--- src/rtl/ddr_rd_xfer_scheduler.sv ---
// ddr_rd_xfer_scheduler: round-robin sharing of the DDR read master, splitting transfers into bounded chunks.
module ddr_rd_xfer_scheduler #(
    parameter int NUM_REQ            = 4,
    parameter int C_M_AXI_ADDR_WIDTH = 64,
    parameter int C_XFER_SIZE_WIDTH  = 32,
    parameter int MAX_CHUNK_BYTES    = 4096,
    localparam int IW = (NUM_REQ > 1) ? $clog2(NUM_REQ) : 1
) (
    input  logic                                    clk,
    input  logic                                    reset,
    input  logic [NUM_REQ-1:0]                      req_valid,
    output logic [NUM_REQ-1:0]                      req_ready,
    input  logic [NUM_REQ*C_M_AXI_ADDR_WIDTH-1:0]   req_addr,
    input  logic [NUM_REQ*C_XFER_SIZE_WIDTH-1:0]    req_size,
    output logic [NUM_REQ-1:0]                      req_done,
    output logic                                    grant_valid,
    output logic [IW-1:0]                           grant_id,
    output logic                                    ap_start_rd,
    input  logic                                    ap_done_rd,
    output logic [C_M_AXI_ADDR_WIDTH-1:0]           ctrl_addr_offset_rd,
    output logic [C_XFER_SIZE_WIDTH-1:0]            ctrl_xfer_size_in_bytes_rd,
    output logic                                    busy
);
    localparam int AW = C_M_AXI_ADDR_WIDTH;
    localparam int SW = C_XFER_SIZE_WIDTH;
    localparam logic [SW-1:0] MAX_CHUNK = SW'(MAX_CHUNK_BYTES);

    typedef enum logic [1:0] {IDLE, ISSUE, WAIT, DONE} state_t;

    state_t        state, state_n;
    logic [IW-1:0] rr_ptr, id, g;
    logic          found, handshake, in_xfer;
    logic [AW-1:0] cur_addr, addr_g;
    logic [SW-1:0] remaining, chunk, size_g;
    int            idx;

    // First valid requester at or after rr_ptr, wrapping around.
    always_comb begin
        g = '0;
        found = 1'b0;
        idx = 0;
        for (int k = 0; k < NUM_REQ; k++) begin
            idx = int'(rr_ptr) + k;
            idx = (idx >= NUM_REQ) ? idx - NUM_REQ : idx;
            g = (!found && req_valid[IW'(idx)]) ? IW'(idx) : g;
            found = found || req_valid[IW'(idx)];
        end
    end

    assign addr_g    = req_addr[g*AW +: AW];
    assign size_g    = req_size[g*SW +: SW];
    assign handshake = (state == IDLE) && found && !reset;
    assign chunk     = (remaining > MAX_CHUNK) ? MAX_CHUNK : remaining;

    always_comb begin
        state_n = state;
        unique case (state)
            IDLE:  state_n = handshake ? ((size_g == '0) ? DONE : ISSUE) : IDLE;
            ISSUE: state_n = WAIT;
            WAIT:  state_n = ap_done_rd ? ((remaining == chunk) ? DONE : ISSUE) : WAIT;
            DONE:  state_n = IDLE;
        endcase
    end

    always_ff @(posedge clk) begin
        if (reset) begin
            state     <= IDLE;
            rr_ptr    <= '0;
            id        <= '0;
            cur_addr  <= '0;
            remaining <= '0;
        end else begin
            state <= state_n;
            if (handshake) begin
                cur_addr  <= addr_g;
                remaining <= size_g;
                id        <= g;
            end
            if (state == WAIT && ap_done_rd) begin
                cur_addr  <= cur_addr + AW'(chunk);
                remaining <= remaining - chunk;
            end
            if (state == DONE)
                rr_ptr <= (int'(id) == NUM_REQ - 1) ? '0 : id + 1'b1;
        end
    end

    assign in_xfer                    = (state == ISSUE) || (state == WAIT);
    assign req_ready                  = handshake ? (NUM_REQ'(1) << g) : '0;
    assign req_done                   = (state == DONE) ? (NUM_REQ'(1) << id) : '0;
    assign grant_valid                = (state != IDLE);
    assign grant_id                   = grant_valid ? id : '0;
    assign busy                       = grant_valid;
    assign ap_start_rd                = (state == ISSUE);
    assign ctrl_addr_offset_rd        = in_xfer ? cur_addr : '0;
    assign ctrl_xfer_size_in_bytes_rd = in_xfer ? chunk : '0;
endmodule

--- config.mk ---
export PLATFORM = sky130hd
export DESIGN_NAME = ddr_rd_xfer_scheduler
export DESIGN_NICKNAME = d
export VERILOG_FILES = /design/src/rtl/ddr_rd_xfer_scheduler.sv
export SDC_FILE = /design/constraint.sdc
export NUM_CORES = 1
export LEC_CHECK = 0
export ABC_AREA = 1
export BUFFER_PORTS_ARGS = -buffer_cell sky130_fd_sc_hd__buf_2
export CAP_MARGIN = 20
export CORE_AREA = 3 3 196 198
export DETAILED_ROUTE_END_ITERATION = 8
export DIE_AREA = 0 0 199 201
export HOLD_SLACK_MARGIN = 0.15
export MAX_ROUTING_LAYER = met4
export PLACE_DENSITY = 0.59
export SETUP_SLACK_MARGIN = 0.02
export SLEW_MARGIN = 20
export SYNTH_ARGS = -nofsm -noshare
export SYNTH_HDL_FRONTEND = slang
export SYNTH_SLANG_ARGS = --single-unit
--- constraint.sdc ---
create_clock -name clk -period 11.3 [get_ports clk]
set_input_delay 1.13 -clock clk [delete_from_list [all_inputs] [get_ports clk]]
set_output_delay 1.13 -clock clk [all_outputs]
set_load 0.005 [all_outputs]
# Word level (Yosys, flattened, before mapping)
# Cells that the tools add are included.
dict set report classes {
  n_reduce_logical 18
  n_addsub 10
  n_eq_ne 5
  shifts 4
  muxes 36
  order_cmp 9
}
# cell n
set op_table {}
lappend op_table {{indexed part select 256 x 9 -> 64 bit} 1}
lappend op_table {{2-to-1 mux 64 bit} 3}
lappend op_table {{2-to-1 mux 32 bit} 4}
lappend op_table {{indexed part select 128 x 8 -> 32 bit} 1}
lappend op_table {{adder 64 x 32 -> 64 bit} 1}
lappend op_table {{== test 32 bit} 1}
lappend op_table {{greater-than comparator 32 x 13 -> 1 bit, second input constant} 1}
lappend op_table {{logical NOT 32 bit} 1}
lappend op_table {{subtractor 32 bit} 1}
lappend op_table {{2-to-1 mux 2 bit} 14}
lappend op_table {{< comparator 2 x 4 -> 1 bit, second input constant} 4}
lappend op_table {{>= comparator 3 bit, second input constant} 3}
lappend op_table {{binary-select mux 1 bit (select 2 bit)} 4}
lappend op_table {{2-to-1 mux 1 bit} 8}
lappend op_table {{2-to-1 mux 4 bit} 2}
lappend op_table {{case mux 2 bit (4 select lines)} 1}
lappend op_table {{left shift 1 x 2 -> 4 bit, first input constant} 2}
lappend op_table {{subtractor 2 x 1 -> 2 bit, second input constant} 4}
lappend op_table {{adder 2 x 2 -> 3 bit, second input constant} 2}
lappend op_table {{logical AND 1 bit} 6}
lappend op_table {{== test 2 x 1 -> 1 bit, second input constant} 2}
lappend op_table {{== test 2 bit, second input constant} 2}
lappend op_table {{logical NOT 1 bit} 4}
lappend op_table {{logical OR 1 bit} 4}
lappend op_table {{other kinds (5)} 6}
dict set report totals {
  output_inout_bits 109
  word_cells 87
  register_bits 102
  inputBits 391
}

# Logic depth before layout (Yosys ltp)
# Gate-level depths: netlist (run 1).
dict set report depth {
  ltp_word 16
  depth_mapped 26
  ltp_nobuf 23
}

# Worst setup path before layout (run 1)
# OpenSTA, ideal clock, no wires.
dict set report synth_path {
  path_type {reg2reg}
  start {register remaining[13]}
  end {register cur_addr[56]}
  n_path_buf 3
  required_ns 11.182
  period_less_slack_ns 3.692
  setup_slack_ns 7.608
  setup_time_ns 0.118
  arrival_ns 3.574
  stages_incl_launch_ff 24
  cell_sequence {dfxtp_1 > inv_1 > nand4_1 > nor3_1 > nand3_1 > inv_1 > nand2_1 > buf_2 > buf_1 > clkbuf_1 > nor2_1 > ha_1 > fa_1 > nand3_1 > nand2_1 > nand2_1 > nand2_1 > a21o_1 > a21boi_0 > o21ai_0 > nand2_1 > nor3_1 > nor3_1 > nor2_1}
}
dict set report synth_via {
  elab_chain_cells 4
}
# element line
set synth_lines {}
lappend synth_lines {{start, declared} 34} ;# logic [SW-1:0] remaining, chunk, size_g;
lappend synth_lines {{start signal, assigned} 76} ;# remaining <= size_g;
lappend synth_lines {{start signal, assigned} 81} ;# remaining <= remaining - chunk;
lappend synth_lines {{greater-than comparator 32 x 13 -> 1 bit} 53} ;# assign chunk = (remaining > MAX_CHUNK) ? MAX_CHUNK : remaining;
lappend synth_lines {{2-to-1 mux 32 bit (*)} 53}
lappend synth_lines {{adder 64 x 32 -> 64 bit (*)} 80} ;# cur_addr <= cur_addr + AW'(chunk);
lappend synth_lines {{2-to-1 mux 64 bit (*)} 79} ;# if (state == WAIT && ap_done_rd) begin
lappend synth_lines {{end signal, assigned} 75} ;# cur_addr <= addr_g;
lappend synth_lines {{end signal, assigned} 80}
lappend synth_lines {{end, declared} 33} ;# logic [AW-1:0] cur_addr, addr_g;
# Every way passes the cells marked *; elsewhere a longest branch is shown, timed or not.
# A chain may end at the register's enable or synchronous reset.

# Worst setup path after layout (run 1)
dict set report layout_path {
  start {input port req_valid[0]}
  end {output port req_ready[1]}
}
dict set report layout_via {
  elab_chain_cells 10
  word_cells_on_any_way 29
  cone_classes {shift: 1; mux: 17; reduce/logical: 11}
}
# element line
set layout_lines {}
lappend layout_lines {{start, declared} 11} ;# input logic [NUM_REQ-1:0] req_valid,
lappend layout_lines {{binary-select mux 1 bit (select 2 bit)} {45, 46}}
lappend layout_lines {{2-to-1 mux 1 bit (implied by the code) (2 in series)} {45, 46}}
lappend layout_lines {{logical NOT 1 bit or logical OR 1 bit (tied branches)} {45, 46}}
lappend layout_lines {{logical AND 1 bit (tied with other cells)} 45} ;# g = (!found && req_valid[IW'(idx)]) ? IW'(idx) : g;
lappend layout_lines {{2-to-1 mux 2 bit (tied with other cells)} 45}
lappend layout_lines {{2-to-1 mux 2 bit or logical AND 1 bit (tied branches)} 45}
lappend layout_lines {{2-to-1 mux 2 bit} 45}
lappend layout_lines {{left shift 1 x 2 -> 4 bit} 89} ;# assign req_ready = handshake ? (NUM_REQ'(1) << g) : '0;
lappend layout_lines {{2-to-1 mux 4 bit (*)} 89}
lappend layout_lines {{end, declared} 12} ;# output logic [NUM_REQ-1:0] req_ready,
# Every way passes the cells marked *; elsewhere a longest branch is shown, timed or not. The select of a mux whose other input is x is not followed.

==> results.json, run 1 <==
{
  "fin_area_sq_um": 15100,
  "cts_hold_buf": 0,
  "fin_nets": 3054,
  "grt_first_pass_wirelength_mm": 90.2,
  "stdcell_count": 3099,
  "syn_area_sq_um": 12300,
  "synth_common_cells": "nand2_1, inv_1, nor2_1, o21ai_0, a21oi_1",
  "io_pins": 500,
  "grt.total_usage_pct": 29.6,
  "hold_path_depth": 2,
  "drc": 0,
  "ir_drop_v": 0.0000974,
  "hp-start": "remaining[11]",
  "die_w_um": 199,
  "yosysUniqueCellTypes": 51,
  "critPathKind": "input port to output pin",
  "synthArstFlopShare_pct": 0,
  "hold_viol": 0,
  "crit_required_ns": 10.17,
  "drt_first_pass_iters": 5,
  "r2r_setup_slack_ns": 6.72,
  "finalSetupViolCount": 0,
  "post_cts_buffers": 0,
  "htree_levels": 3,
  "numCtsBuffers": 9,
  "max_freq_mhz": 199,
  "num_rows": 70,
  "netlist_instances": 2222,
  "placed_cells": 3078,
  "finalWirelength_mm": 60.5,
  "syn_avg_cell_area_sq_um": 5.53,
  "finClkSkew_ns": 0.0147,
  "ys_warn_count": 0,
  "worstHoldEndpoint": "remaining[11]",
  "status": "completed",
  "slew_headroom_pct": 27.5,
  "drive_gt1_share_pct": 20.8,
  "synth.top_cell.area_share_pct": 16.6,
  "end_kind": "output pin",
  "yosysTopAreaCell": "dfxtp_1",
  "clkSlewWorstSetupHoldPaths_ns": 0.08,
  "max_slew.worst_pin.slew_ns": 1.08,
  "areaGrowthSynthToFinish_pct": 23.2,
  "gp_congestion": 0.988,
  "antenna_found_initial": 5,
  "grt_overflow": 0,
  "p_leak_nw": 7.98,
  "timing.setup.tns_ns": 0,
  "start_util_pct": 33.5,
  "placed_area_sq_um": 14800,
  "synth_ff_type": "dfxtp_1",
  "dp_hpwl_mm": 48.1,
  "io_buffers": 480,
  "r2r_cells": 22,
  "period_needed_ns": 5.01,
  "maxSlewViolCount": 0,
  "fillers": 4183,
  "start_kind": "input port",
  "yosysMostFrequentCell": "nand2_1",
  "coreArea_sq_um": 36700,
  "fin_crit_sh_pct": 44.4,
  "dr_total_vias": 16700,
  "final_util_pct": 41.2,
  "reg2reg_to": "cur_addr[48]",
  "cts_tree": "done",
  "ys_seq_area_share_pct": 16.6,
  "cts-root-buf": "clkbuf_16",
  "die_h_um": 201,
  "maxCapViolCount": 0,
  "drt-initial-drc-count": 1249,
  "vias_per_cell": 5.39,
  "rr_startpoint": "remaining[25]",
  "hp-class": "flip-flop to flip-flop",
  "wl_per_cell_um": 19.5,
  "cts_resized": 0,
  "crit_arrival_ns": 3.88,
  "hold_ws_ns": 0.476,
  "cts_buffer_depth": 2,
  "dieArea_sq_um": 40000,
  "grt_max_degree": 86,
  "layout.area.seq_sq_um": 2040,
  "cp_max_fo": 60,
  "synth-seq-cells": 102,
  "cellPowerDensity_nw_per_um2": 104,
  "rsz0062_at_grt": "false",
  "clkSinkCount": 102,
  "multi_input_area_sq_um": 8650,
  "grt_pass1_vias": 15800,
  "drt.antenna.violating_nets": 0,
  "synth_area_leaders": "dfxtp_1, nand2_1, inv_1",
  "synth_edf_count": 0,
  "clk_latency_ns": 0.36
}
==> report_power, final <==
part | switching [mW] | total [mW] | internal [mW]
Sequential | 0.0522 | 0.454 | 0.402
Clock | 0.168 | 0.343 | 0.175
Combinational | 0.521 | 0.781 | 0.260
Total | 0.741 | 1.58 | 0.837
==> metal layers <==
layer,track usage (%),share of wire [%]
met1,37.7,43
met3,4.28,7.0
met4,7.13,2.5
met5,-,0
met2,49.3,47
==> kinds of logic after synthesis <==
| group | share of synthesized area [%] |
|---|---|
| fa+ha+maj | 4.34 |
| xor+xnor | 2.07 |
| compound gates | 24.1 |
| buf+inv | 14.2 |
| simple gates | 38.6 |
| other cells | 0.0611 |
| flops | 16.6 |
==> how the worst max path moves through the flow <==
stage,startpoint,endpoint
2_1_floorplan,remaining[13],cur_addr[56]
3_3_place_gp,req_valid[0],req_ready[1]
3_5_place_dp,req_valid[0],req_ready[1]
4_1_cts,req_valid[2],req_ready[1]
5_1_grt,rr_ptr[0],req_ready[1]
6_report,req_valid[0],req_ready[1]
==> cell type report <==
class / instances / area share [%]
inverter: 264 / 6.57
sequential: 102 / 13.5
multi-input combinational: 1745 / 57.2
tap: 468 / 3.87
clock buffer: 9 / 1.49
timing repair buffer: 499 / 16.8
antenna: 5 / 0.0827
clock inverter: 7 / 0.513
==> worst max-delay path, cell delays in order <==
cell and delay, ns:
buf_2 0.12, nand2_1 0.06, nand2_1 0.10, nand2_1 0.12, nand2_2 0.09, nor2_4 0.13
nand3_4 0.51, nand3_1 0.51, buf_4 0.28, inv_1 0.05, nand2_1 0.10, inv_1 0.25
nand2_1 0.23, inv_1 0.06, buf_2 0.12
==> state kept, by name (all words and copies together), names as in the netlist <==
register	cells
remaining	32
state	2
id	2
cur_addr	64
rr_ptr	2
==> cells in the final DEF (no fill, tap or decap), types with 3 or more instances in the layout <==
cell,Yosys,final
dfxtp_1,102,102
o21ai_1,13,13
nor3_1,53,53
nor4_1,13,13
o311ai_1,3,3
buf_2,47,480
inv_2,7,6
inv_1,257,256
nand2_1,536,534
ha_1,41,40
a211oi_1,6,6
a22oi_1,24,24
a31oi_1,39,39
o22ai_1,30,30
nand3_1,164,164
a21o_1,9,9
nor2_1,245,244
conb_1,2,39
nand2_2,8,9
xor2_1,21,21
nand4_1,75,75
and3_1,4,4
o211ai_1,7,7
xnor2_1,8,8
or2_2,3,3
o21ai_0,188,188
buf_4,28,19
o221ai_1,5,5
a21boi_0,6,6
o21bai_1,9,9
clkbuf_16,0,9
inv_6,0,3
diode_2,0,5
o21a_1,4,4
a21oi_1,172,172
==> through the flow <==
step                      total power, mW  setup slack (ns)
after global routing                 1.69              6.10
after CTS                            1.57              6.30
after floorplan                     0.951              7.61
after global placement               1.22              6.34
after detailed placement             1.22              6.31
final                                1.58              6.29
No activity file was read; power rests on OpenSTA's default activity.
==> run 2, diff against run 1 <==
--- a/config.mk
+++ b/config.mk
@@ -5,7 +5,7 @@
 export SDC_FILE = /design/constraint.sdc
 export NUM_CORES = 1
 export LEC_CHECK = 0
-export ABC_AREA = 1
+export ABC_AREA = 0
 export BUFFER_PORTS_ARGS = -buffer_cell sky130_fd_sc_hd__buf_2
 export CAP_MARGIN = 20
 export CORE_AREA = 3 3 196 198
@@ -13,7 +13,7 @@
 export DIE_AREA = 0 0 199 201
 export HOLD_SLACK_MARGIN = 0.15
 export MAX_ROUTING_LAYER = met4
-export PLACE_DENSITY = 0.59
+export PLACE_DENSITY = 0.55
 export SETUP_SLACK_MARGIN = 0.02
 export SLEW_MARGIN = 20
 export SYNTH_ARGS = -nofsm -noshare
==> constraint.sdc (replaced) <==
create_clock -name clk -period 5 [get_ports clk]
set_input_delay 0.5 -clock clk [delete_from_list [all_inputs] [get_ports clk]]
set_output_delay 0.5 -clock clk [all_outputs]
set_load 0.005 [all_outputs]
==> results.json, run 2 <==
{
  "synth_common_cells": "nand2_1, nand3_1, nor2_1, dfxtp_1, clkbuf_1",
  "dp_hpwl_mm": 40.2,
  "io_buffers": 480,
  "cts_tree": "done",
  "p_switching_mw": 1.34,
  "fin_area_sq_um": 14200,
  "hold_viol": 0,
  "final_util_pct": 38.6,
  "start_kind": "flip-flop",
  "clkSinkCount": 102,
  "synth.top_cell.area_share_pct": 18.3,
  "drt_first_pass_iters": 6,
  "num_rows": 70,
  "antenna_found_initial": 5,
  "crit_path_start": "remaining[17]",
  "final_common_cell": "buf_2",
  "p_int_mw": 1.86,
  "reg2reg_to": "cur_addr[50]",
  "maxSlewViolCount": 0,
  "yosysTopAreaCell": "dfxtp_1",
  "final_cell_mix": "buf_2, nand2_1, nand3_1, nor2_1, dfxtp_1",
  "wl_per_cell_um": 19.5,
  "cp_cell_sequence": "or4_4 -> nor4b_4 -> and3_2 -> and3_1 -> ha_1 -> fa_1 -> a211oi_1 -> o21a_1 -> nor4_2 -> o21ai_1 -> a31oi_2 -> a22o_1 -> nand2b_1 -> mux2i_1 -> a2111oi_0",
  "fin_nets": 2578,
  "grt_first_pass_wirelength_mm": 76.6,
  "ir_drop_v": 0.000164,
  "dieArea_sq_um": 40000,
  "max_slew.worst_pin.slew_ns": 0.901,
  "syn_avg_cell_area_sq_um": 6.40,
  "placed_area_sq_um": 13800,
  "slew_headroom_pct": 39.7,
  "drive_gt1_share_pct": 26.5,
  "endpoint": "cur_addr[50]",
  "start_util_pct": 30.4,
  "cts_hold_buf": 0,
  "cts_buffer_depth": 2,
  "grt_pass1_vias": 13500,
  "finalSetupViolCount": 0,
  "end_kind": "flip-flop",
  "synthArstFlopShare_pct": 0,
  "maxCapViolCount": 0,
  "critPathSlowestCell": "or4_4",
  "die_w_um": 199,
  "die_h_um": 201,
  "syn_area_sq_um": 11200,
  "status": "completed",
  "vias_per_cell": 5.46,
  "netlist_instances": 1745,
  "seqPwrFrac_pct": 32.6,
  "period_needed_ns": 4.58,
  "rsz0062_at_grt": "false",
  "swShare_pct": 41.8,
  "max_freq_mhz": 219,
  "gp_congestion": 0.909,
  "finClkSkew_ns": 0.0111,
  "synth_edf_count": 0,
  "synth_ff_type": "dfxtp_1",
  "crit_arrival_ns": 4.81,
  "p_leak_nw": 6.79,
  "numCtsBuffers": 9,
  "grt.total_usage_pct": 24.8,
  "ys_warn_count": 0,
  "hp-class": "flip-flop to flip-flop",
  "io_pins": 500,
  "largest_reg_flops": 64,
  "grt_overflow": 0,
  "cts_resized": 0,
  "dr_total_vias": 14300,
  "rr_startpoint": "remaining[17]",
  "post_cts_buffers": 0,
  "critPathKind": "flip-flop to flip-flop",
  "grt_max_degree": 90,
  "hold_path_depth": 1,
  "coreArea_sq_um": 36700,
  "cellPowerDensity_nw_per_um2": 226,
  "r2r_setup_slack_ns": 0.42,
  "yosysUniqueCellTypes": 92,
  "htree_levels": 3,
  "drc": 0,
  "regMostFlops": "cur_addr",
  "slowest_delay_ns": 0.58,
  "clkPwrFrac_pct": 24.2,
  "clk_latency_ns": 0.36,
  "crit_required_ns": 5.24,
  "cts-root-buf": "clkbuf_16",
  "drt.antenna.violating_nets": 0,
  "reg_top3": "cur_addr x64, remaining x32",
  "areaGrowthSynthToFinish_pct": 26.8,
  "fin_crit_sh_pct": 91.5,
  "drt-initial-drc-count": 986,
  "clkSlewWorstSetupHoldPaths_ns": 0.08,
  "r2r_cells": 15,
  "synth-seq-cells": 102,
  "cp_max_fo": 11,
  "finalWirelength_mm": 51.0,
  "yosysMostFrequentCell": "nand2_1",
  "ys_seq_area_share_pct": 18.3,
  "synth_area_leaders": "dfxtp_1, nand2_1, nand3_1",
  "timing.setup.tns_ns": 0,
  "combPwrFrac_pct": 43.2
}
-- run 2: cell types whose count changed in the layout (fill, tap and decap cells not counted), sizes merged, moves of 74 or more --
cell | before | now
nand2 | 544 | 451
and3 | 4 | 83
inv | 266 | 23
o21ai | 203 | 53
and2 | 1 | 81
nor2 | 247 | 124
a21oi | 173 | 99
-- run 2: critical path, delay by kind of cell, from the launching register on --
| kind | cells | cell delay, ns |
|---|---|---|
| AOI/OAI and AO/OA | 6 | 1.58 |
| adders and majority gates | 2 | 0.42 |
| DFF | 1 | 0.37 |
| muxes | 1 | 0.15 |
| and+or+nand+nor | 6 | 1.93 |
-- run 2: cell type report --
| type | instances | area (sq um) |
|---|---|---|
| Fill cell | 4031 | 22500 |
| Multi-Input combinational cell | 1507 | 8530 |
| Timing Repair Buffer | 506 | 2610 |
| Sequential cell | 102 | 2040 |
| Tap cell | 468 | 586 |
| Clock buffer | 9 | 225 |
| Clock inverter | 7 | 88.8 |
| Inverter | 19 | 71.3 |
| Antenna cell | 5 | 12.5 |
-- run 2: metal layers --
metal / global-route usage [%] / share of wire [%] / vias up
met5: - / 0 / -
met4: 6.07 / 1.9 / 0
met3: 3.61 / 6.6 / 47
met2: 41.2 / 48 / 585
met1: 31.7 / 44 / 6687
li1: - / - / 6995
-- run 2: power groups by stage --
| stage | logic, mW | registers, mW | clock network [mW] |
|---|---|---|---|
| 3_3_place_gp | 1.36 | 1.05 | 0 |
| 5_1_grt | 1.54 | 1.06 | 0.821 |
| 6_report | 1.38 | 1.04 | 0.775 |
| 3_5_place_dp | 1.37 | 1.06 | 0 |
| 4_1_cts | 1.37 | 1.04 | 0.794 |
| 2_1_floorplan | 0.897 | 1.00 | 0 |
-- run 2: kinds of logic after synthesis --
logic type	after synthesis	share of synthesized area (%)
xor+xnor	25	1.96
compound gates	406	25.5
buf+inv	173	7.13
flops	102	18.3
fa+ha+maj	42	4.77
simple gates	981	41.0
mux	14	1.29
other cells	2	0.0672
-- run 2: worst min-delay path by stage --
| stage | from | to | slack [ns] |
|---|---|---|---|
| 2_1_floorplan | remaining[15] | remaining[15] | 0.45 |
| 3_3_place_gp | remaining[15] | remaining[15] | 0.48 |
| 3_5_place_dp | remaining[15] | remaining[15] | 0.49 |
| 4_1_cts | remaining[15] | remaining[15] | 0.50 |
| 5_1_grt | req_addr[172] | cur_addr[44] | 0.54 |
| 6_report | remaining[15] | remaining[15] | 0.50 |
-- run 2: per-stage QoR --
stage	instances	hold WS [ns]	power (mW)	setup WS (ns)
2_1_floorplan	1782	0.451	1.90	1.06
3_3_place_gp	2602	0.480	2.41	0.411
3_5_place_dp	2602	0.488	2.42	0.295
4_1_cts	2618	0.501	3.20	0.247
5_1_grt	2623	0.540	3.41	0.0697
6_report	2623	0.498	3.20	0.425
==> run 3, diff against run 2 <==
--- a/config.mk
+++ b/config.mk
@@ -14,7 +14,9 @@
 export HOLD_SLACK_MARGIN = 0.15
 export MAX_ROUTING_LAYER = met4
 export PLACE_DENSITY = 0.55
+export RECOVER_POWER = 50
 export SETUP_SLACK_MARGIN = 0.02
+export SKIP_LAST_GASP = 1
 export SLEW_MARGIN = 20
 export SYNTH_ARGS = -nofsm -noshare
 export SYNTH_HDL_FRONTEND = slang
==> constraint.sdc (replaced) <==
create_clock -name clk -period 4.8 [get_ports clk]
set_input_delay 0.48 -clock clk [delete_from_list [all_inputs] [get_ports clk]]
set_output_delay 0.48 -clock clk [all_outputs]
set_load 0.005 [all_outputs]
==> results.json, run 3 (same netlist as run 2, synthesis figures left out) <==
{
  "status": "finished, violations left",
  "violations": "max-capacitance violations, max-slew violations",
  "hold_viol": 0,
  "cts_buffer_depth": 2,
  "slowest_delay_ns": 0.61,
  "cts-root-buf": "clkbuf_16",
  "grt_first_pass_wirelength_mm": 77.4,
  "clkSinkCount": 102,
  "placed_area_sq_um": 13900,
  "grt.total_usage_pct": 25.0,
  "clkSlewWorstSetupHoldPaths_ns": 0.08,
  "finalSetupViolCount": 0,
  "final_common_cell": "buf_2",
  "coreArea_sq_um": 36700,
  "numCtsBuffers": 9,
  "p_leak_nw": 6.68,
  "fin_crit_sh_pct": 92.9,
  "die_w_um": 199,
  "final_cell_mix": "buf_2, nand2_1, nand3_1, nor2_1, dfxtp_1",
  "wl_per_cell_um": 19.3,
  "io_buffers": 480,
  "ir_drop_v": 0.000155,
  "fillers": 4047,
  "grt_overflow": 0,
  "finalWirelength_mm": 50.9,
  "drc": 0,
  "crit_arrival_ns": 4.70,
  "reg_top3": "cur_addr x64, remaining x32",
  "end_kind": "flip-flop",
  "finClkSkew_ns": 0.0120,
  "total_power_mw": 3.30,
  "combPwrFrac_pct": 43.8,
  "p_switching_mw": 1.40,
  "maxCapViolCount": 3,
  "p_int_mw": 1.89,
  "largest_reg_flops": 64,
  "cellPowerDensity_nw_per_um2": 233,
  "drt-initial-drc-count": 1006,
  "io_pins": 500,
  "crit_buf_inv": 0,
  "max_slew.worst_pin.slew_ns": 2.13,
  "regMostFlops": "cur_addr",
  "cp_top_family": "simple AND/OR/NAND/NOR gates",
  "clkPwrFrac_pct": 23.2,
  "critPathKind": "flip-flop to flip-flop",
  "start_kind": "flip-flop",
  "swShare_pct": 42.6,
  "crit_required_ns": 5.04,
  "htree_levels": 3,
  "r2r_setup_slack_ns": 0.34,
  "rsz0062_at_grt": "false",
  "final_util_pct": 38.6,
  "critPathSlowestCell": "or4_1",
  "slew_headroom_pct": -42.3,
  "grt_pass1_vias": 13800,
  "cp_cell_sequence": "or4_1 -> nor3_1 -> and3_4 -> and3_1 -> ha_1 -> fa_1 -> a211oi_1 -> o21a_1 -> nor4_2 -> o21ai_1 -> a31oi_4 -> a22o_1 -> nand2b_1 -> mux2i_1 -> a2111oi_0",
  "areaGrowthSynthToFinish_pct": 26.8,
  "period_needed_ns": 4.46,
  "antenna_found_initial": 5,
  "dr_total_vias": 14300,
  "gp_congestion": 0.896,
  "start_util_pct": 30.4,
  "dp_hpwl_mm": 40.8,
  "drt_first_pass_iters": 5,
  "max_freq_mhz": 224,
  "fin_nets": 2585,
  "drt.antenna.violating_nets": 0,
  "seqPwrFrac_pct": 33.0,
  "drive_gt1_share_pct": 25.7,
  "cts_tree": "done",
  "dieArea_sq_um": 40000,
  "hp-class": "input port to flip-flop",
  "grt_max_degree": 84,
  "clk_latency_ns": 0.37,
  "maxSlewViolCount": 167,
  "vias_per_cell": 5.42,
  "num_rows": 70,
  "cp_max_fo": 9,
  "die_h_um": 201,
  "fin_area_sq_um": 14200,
  "timing.setup.tns_ns": 0
}
-- run 3: worst paths after layout --
kind                      start       endpoint  cells after the start
setup / recovery  remaining[25]   cur_addr[50]                     15
hold / removal    req_addr[172]   cur_addr[44]                      5
setup reg to reg  remaining[25]   cur_addr[50]                     15
hold reg to reg   remaining[15]  remaining[15]                      1
-- run 3: through the flow --
step                setup WS, ns  hold slack [ns]  std cells
detailed placement       -0.0665            0.484       2604
global placement          0.0229            0.480       2604
CTS                        0.118            0.501       2620
global route              0.0344            0.520       2629
floorplan                  0.856            0.451       1782
finish                     0.342            0.510       2629
-- run 3: worst register-to-register path, stage by stage (launching register included) --
cell	delay, ns
dfxtp_1	0.36
or4_1	0.61
nor3_1	0.30
and3_4	0.32
and3_1	0.18
ha_1	0.18
fa_1	0.24
a211oi_1	0.11
o21a_1	0.25
nor4_2	0.33
o21ai_1	0.20
a31oi_4	0.28
a22o_1	0.28
nand2b_1	0.16
mux2i_1	0.14
a2111oi_0	0.40
-- run 3: timing repair --
item | 4_1_cts | 5_1_grt
gates resized for setup | 1 | 2
setup buffers | 0 | 5
hold buffers | 0 | 0
setup endpoints to repair | 3 | 14
pin swaps | 0 | 1
-- run 3: cell type report --
cell class              instances  area (sq um)  share of cell area [%]
well taps                     468           586                    4.13
multi-input cells            1507          8520                    60.2
inverters                      19          71.3                   0.503
repair buffers                513          2640                    18.6
clock inverters                 7          68.8                   0.486
flip-flops and latches        102          2040                    14.4
clock buffers                   9           225                    1.59
diodes                          4          10.0                  0.0707
-- run 3: power groups by stage --
stage	Sequential [mW]	Combinational (mW)	Clock (mW)
floorplan	1.04	0.934	0
global placement	1.10	1.42	0
detailed placement	1.10	1.43	0
CTS	1.08	1.43	0.780
global route	1.10	1.61	0.808
finish	1.09	1.44	0.766
-- run 3: per-layer routing --
layer	global-route usage, %	vias to the layer above	part of all wire [%]
li1	-	7016	-
met1	31.9	6628	44
met2	41.6	557	48
met3	3.86	51	6.3
met4	5.87	0	2.0
met5	-	-	0
